--- src/rtl/cmp_hysteresis_detector.sv ---
// Debounced, hysteretic threshold alarm driven by per-sample eq/gt/lt comparator flags.
// Also produces edge pulses, a saturating rise counter and a sticky illegal-flag error.
module cmp_hysteresis_detector #(
  parameter int unsigned RISE_COUNT = 4,
  parameter int unsigned FALL_COUNT = 4,
  parameter int unsigned CNT_W      = 8
) (
  input  logic             clk,
  input  logic             rst_n,
  input  logic             clear,
  input  logic             in_valid,
  input  logic             eq,
  input  logic             gt,
  input  logic             lt,
  output logic             alarm,
  output logic             rise_pulse,
  output logic             fall_pulse,
  output logic [CNT_W-1:0] run_cnt,
  output logic [CNT_W-1:0] rise_events,
  output logic             err
);

  typedef enum logic [1:0] {
    S_LOW    = 2'd0,
    S_ARM    = 2'd1,
    S_HIGH   = 2'd2,
    S_DISARM = 2'd3
  } state_t;

  localparam logic [CNT_W-1:0] RISE_C = CNT_W'(RISE_COUNT);
  localparam logic [CNT_W-1:0] FALL_C = CNT_W'(FALL_COUNT);
  localparam logic [CNT_W-1:0] ONE_C  = CNT_W'(1);

  state_t           state;
  logic             one_hot_c;
  logic [CNT_W-1:0] run_nxt_c;
  logic [CNT_W-1:0] ev_sat_c;

  assign one_hot_c = ({eq, gt, lt} == 3'b001) || ({eq, gt, lt} == 3'b010) ||
                     ({eq, gt, lt} == 3'b100);
  assign run_nxt_c = run_cnt + ONE_C;
  assign ev_sat_c  = (rise_events == '1) ? rise_events : rise_events + ONE_C;

  // eq samples are legal but neither advance nor break a run, so only gt/lt reach the FSM.
  always_ff @(posedge clk or negedge rst_n) begin
    if (!rst_n) begin
      state       <= S_LOW;
      run_cnt     <= '0;
      rise_events <= '0;
      err         <= 1'b0;
      alarm       <= 1'b0;
      rise_pulse  <= 1'b0;
      fall_pulse  <= 1'b0;
    end else if (clear) begin
      state       <= S_LOW;
      run_cnt     <= '0;
      rise_events <= '0;
      err         <= 1'b0;
      alarm       <= 1'b0;
      rise_pulse  <= 1'b0;
      fall_pulse  <= 1'b0;
    end else begin
      rise_pulse <= 1'b0;
      fall_pulse <= 1'b0;
      if (in_valid && !one_hot_c) begin
        err <= 1'b1;
      end else if (in_valid && (gt || lt)) begin
        case (state)
          S_LOW: begin
            if (gt) begin
              if (RISE_COUNT == 1) begin
                state       <= S_HIGH;
                run_cnt     <= '0;
                alarm       <= 1'b1;
                rise_pulse  <= 1'b1;
                rise_events <= ev_sat_c;
              end else begin
                state   <= S_ARM;
                run_cnt <= ONE_C;
              end
            end
          end
          S_ARM: begin
            if (gt) begin
              if (run_nxt_c == RISE_C) begin
                state       <= S_HIGH;
                run_cnt     <= '0;
                alarm       <= 1'b1;
                rise_pulse  <= 1'b1;
                rise_events <= ev_sat_c;
              end else begin
                run_cnt <= run_nxt_c;
              end
            end else begin
              state   <= S_LOW;
              run_cnt <= '0;
            end
          end
          S_HIGH: begin
            if (lt) begin
              if (FALL_COUNT == 1) begin
                state      <= S_LOW;
                run_cnt    <= '0;
                alarm      <= 1'b0;
                fall_pulse <= 1'b1;
              end else begin
                state   <= S_DISARM;
                run_cnt <= ONE_C;
              end
            end
          end
          S_DISARM: begin
            if (lt) begin
              if (run_nxt_c == FALL_C) begin
                state      <= S_LOW;
                run_cnt    <= '0;
                alarm      <= 1'b0;
                fall_pulse <= 1'b1;
              end else begin
                run_cnt <= run_nxt_c;
              end
            end else begin
              state   <= S_HIGH;
              run_cnt <= '0;
            end
          end
          default: begin
            state   <= S_LOW;
            run_cnt <= '0;
            alarm   <= 1'b0;
          end
        endcase
      end
    end
  end

endmodule

--- config.mk ---
export PLATFORM = sky130hd
export DESIGN_NAME = cmp_hysteresis_detector
export DESIGN_NICKNAME = d
export VERILOG_FILES = /design/src/rtl/cmp_hysteresis_detector.sv
export SDC_FILE = /design/constraint.sdc
export NUM_CORES = 1
export LEC_CHECK = 0
export ABC_AREA = 0
export CORE_ASPECT_RATIO = 1.75
export CORE_MARGIN = 2
export CORE_UTILIZATION = 50
export DETAILED_ROUTE_END_ITERATION = 6
export HOLD_SLACK_MARGIN = 0.08
export PLACE_DENSITY = 0.78
export SETUP_SLACK_MARGIN = 0.3
export SYNTH_ARGS = -nofsm -noshare
export SYNTH_HDL_FRONTEND = slang
export SYNTH_SLANG_ARGS = --single-unit
--- constraint.sdc ---
create_clock -name clk -period 2.7 [get_ports clk]
set_clock_uncertainty 0.1 [all_clocks]
set_input_delay 0.405 -clock clk [delete_from_list [all_inputs] [get_ports clk]]
set_output_delay 0.405 -clock clk [all_outputs]
set_load 0.02 [all_outputs]
### After elaboration in Yosys (flattened, before gate mapping)

Cells that the tools add are included.

* divide/modulo/power cells: 0
* reduce and logical (&&, ||, !) cells: 17
* multiply operators: 0
* $add $sub $neg: 2
* multiplexer cells: 47
* order comparisons: 0
* equality and inequality tests: 18
* shift-type cells: 0
* bitwise operators: 0

Operators by type and width (count)
* 2-to-1 mux 8 bit: 15
* one-hot mux 8 bit (4 select lines): 1
* 2-to-1 mux 1 bit: 20
* 2-to-1 mux 2 bit: 9
* inequality test 3 bit (second input constant): 6
* adder 8 x 1 -> 8 bit (second input constant): 2
* AND reduction 6 bit: 2
* nonzero test 2 bit: 5
* equality test 8 x 3 -> 1 bit (second input constant): 1
* equality test 8 bit (second input constant): 1
* inequality test 4 bit (second input constant): 2
* one-hot mux 2 bit (4 select lines): 1
* AND reduction 7 bit: 1
* equality test 2 bit (second input constant): 2
* inequality test 2 bit (second input constant): 2
* AND reduction 4 bit: 1
* equality test 3 x 1 -> 1 bit (second input constant): 1
* equality test 3 x 2 -> 1 bit (second input constant): 1
* equality test 3 bit (second input constant): 1
* logical OR 1 bit: 3
* nonzero test 3 bit: 1
* equality test 2 x 1 -> 1 bit (second input constant): 1
* logical AND 1 bit: 2
* logical NOT 2 bit: 1
* other kinds (2): 2

* bits in read-only memories: 0
* memories: 0
* bits in latches: 0
* flip-flop bits (word level): 22
* output and inout bits: 20
* RAM bits: 0

### Longest topological paths before layout

* depth after elaboration: 8
* mapped depth: 9

### Worst setup path after synthesis

Ideal clock, no wire load.

* kind: reg-to-reg
* from: register run_cnt[1]
* to: register rise_events[7]
* required time: 2475 ps
* data arrival time: 2214 ps
* path buffers: 2
* cell stages (with the launch flop): 10
* setup time: 125 ps
* period minus slack after synthesis: 2439 ps
* setup slack: 261 ps
* cells stage by stage: dfrtp_1 -> ha_1 -> clkbuf_2 -> nand3_1 -> nor4b_2 -> o221a_2 -> nand3_2 -> buf_6 -> nor4_2 -> mux2_2

* word-level cells in the longest chain between the ends: 4

RTL lines
* start: declaration: RTL line 18 `output logic [CNT_W-1:0] run_cnt,`
* start signal: assignment: RTL line 92 `run_cnt <= run_nxt_c;`
* start signal: assignment: RTL line 120 `run_cnt <= run_nxt_c;`
* adder 8 x 1 -> 8 bit: RTL line 41 `assign run_nxt_c = run_cnt + ONE_C;`
* equality test 8 x 3 -> 1 bit: RTL line 85 `if (run_nxt_c == RISE_C) begin`
* nonzero test 2 bit (no line)
* AND reduction 6 bit (no line)
* end signal: assignment: RTL line 76 `rise_events <= ev_sat_c;`
* end signal: assignment: RTL line 90 `rise_events <= ev_sat_c;`
* end: declaration: RTL line 19 `output logic [CNT_W-1:0] rise_events,`

No other way between the ends.
A chain may end at the register's enable or synchronous reset.

### Worst setup path in the final report

* from: register run_cnt[0]
* to: register rise_events[5]

Same word-level chain as after synthesis.

==> results.tsv <==
metric	value	unit
hp-class	flip-flop to flip-flop	
area_growth	29.7	%
drt_first_iter_violations	28	
synth.area.top_cells	dfrtp_1, o21ai_0, o31ai_1, nand3_1, nor2_1	
grt_pass1_vias	1273	
finalCritPeriodShare	86.2	%
tns	0	ns
die_w	43.6	um
tritoncts	yes	
path_max_fanout	13	
synth.yosys.warnings	0	
synth_commonest_cells	dfrtp_1, o21ai_0, nor2_1	
ctsLongestPathBuffers	2	
die-area	3200	sq um
r2r-end	rise_events[5]	
yosysTopAreaCellShare	40.0	%
ys_seq_area_share	40.0	%
overflow	0	
die_h	73.4	um
post-route-min-period	2.33	ns
drt-wirelength-per-cell	16.2	um
dp_hpwl	2.46	mm
syn_area	1380	sq um
whs_path_depth	2	
diodes	0	
maxCapViolCount	0	
place.gp.congestion	0.808	
start_util	51.7	%
cts_buffers	3	
grt_usage	23.1	%
vias	1252	
cts.sinks	22	
finalSetupViolations	0	
synth_area_per_cell	9.17	sq um
cts_hold_buf	0	
min_to	err	
grt_max_degree	15	
irDropWorstVdd	224	uV
synth_fp_nets	160	
r2r_cells	7	
drive_above_1_share	16.2	%
fin_nets	190	
worst_pin_slew	0.688	ns
crit-reg2reg-launch	run_cnt[0]	
cellLeakagePower	0.747	nW
synth.distinct_cells	44	
viasPerCell	6.08	
port_buffers	26	
ctsRootBufferMaster	clkbuf_8	
cp_num_buf_inv	1	
cts.htree.levels	1	
clk_latency	0.26	ns
synth_edf_count	0	
route.detailed.drc	0	
cp_data_arrival_time	2.42	ns
drtAntennaViolNets	0	
max_freq	430	MHz
syn_inst	150	
status	finished clean	
clk_pin_slew	0.08	ns
fin_ws	0.373	ns
grt_pass1_wl	5.67	mm
dr.pass1.iters	4	
p_per_area	349	nW/um^2
crit_path_end_kind	flip-flop	
cp_slowest_stage_delay	0.51	ns
cp_cell_sequence	buf_4 > and3b_1 > nor4b_2 > o221a_2 > nand3_4 > or4_1 > a21oi_1	
core	2660	sq um
total_power	623	uW
timing.reg2reg.setup_slack	0.37	ns
yosys.area.top_type	dfrtp_1	
critPathRequiredTime	2.79	ns
synth.most_common_cell	dfrtp_1	
critPathTopFamily	simple AND/OR/NAND/NOR gates	
antenna_found_initial	0	
crit_type	flip-flop to flip-flop	
hold_start	err	
start_kind	flip-flop	
rows	25	
slowest_stage	or4_1	
ios	27	
maxSlewHeadroom	54.0	%
synth_flop_cell	dfrtp_1	
rsz0062_at_grt	false	
post-place-ws	0.0480	ns
slew_viol_final	0	
drt-total-wl	3.34	mm
async_flop_share	100	%
finalHoldViolCount	0	
synth-seq-cells	22	
## power by group
group / switching [mW] / internal [mW] / leakage, nW
Combinational: 0.0324 / 0.0230 / 0.415
Sequential: 0.00279 / 0.332 / 0.303
Clock: 0.103 / 0.130 / 0.0288
Total: 0.138 / 0.485 / 0.747
## layout by cell type (no fill, tap or decap), types with 5 or more instances in the layout
master,instances
o31ai_1,8
buf_4,10
dfrtp_1,20
nand3_1,9
nand2_1,8
clkdlybuf4s50_1,24
nor2b_1,5
o21ai_0,13
nor2_1,12
a21oi_1,8
## stage by stage
step	area [sq um]	std cells	hold slack, ns	utilization (%)
finish	1780	206	0.415	67.1
global route	1780	206	0.449	67.1
CTS	1750	205	0.425	65.7
detailed placement	1660	199	0.408	62.3
global placement	1660	199	0.390	62.3
floorplan	1380	150	0.00941	-
## layer usage
metal	routed length [um]	vias up	track usage, %	share of wire (%)
met5	0	-	0	0
met4	93	0	10.8	2.8
met3	97	10	2.21	2.9
met2	1850	37	41.8	55
met1	1300	602	26.2	39
li1	-	603	-	-
## cell families after synthesis
kind of cell | share of synthesized area (%)
AOI/OAI and AO/OA | 17.9
xor gates and xnor gates | 3.18
adders and majority gates | 2.73
buffers and inverters | 5.73
DFF | 40.0
muxes | 3.09
and+or+nand+nor | 27.3
## worst reg2reg max path, stage by stage (launching register included)
cell and delay [ns]:
dfrtp_2 0.43, buf_4 0.18, and3b_1 0.18, nor4b_2 0.24, o221a_2 0.34, nand3_4 0.13, or4_1 0.51, a21oi_1 0.15
## flip-flops by register name, summed over array words and instances (netlist names)
register     flops
rise_events      8
run_cnt          8
state            2
alarm            1
err              1
fall_pulse       1
rise_pulse       1
## timing repair
action	CTS	global route
setup buffers	2	1
gates resized for setup	3	5
endpoints found under the setup margin	6	5
pin swaps	0	2
## worst max-delay path by stage
stage,start,to,slack [ns],cells after the start
3_3_place_gp,lt,rise_events[7],0.14,7
6_report,run_cnt[0],rise_events[5],0.37,7
5_1_grt,run_cnt[2],rise_events[5],0.28,6
3_5_place_dp,lt,rise_events[5],0.05,7
4_1_cts,run_cnt[0],rise_events[7],0.32,7
2_1_floorplan,run_cnt[0],rise_events[7],0.32,9
## cell type report
cell class | count | area, sq um
Clock buffer | 4 | 55.1
Fill cell | 228 | 876
Inverter | 3 | 11.3
Multi-Input combinational cell | 114 | 790
Sequential cell | 22 | 553
Tap cell | 27 | 33.8
Timing Repair Buffer | 36 | 340
(Power assumes the default switching activity.)
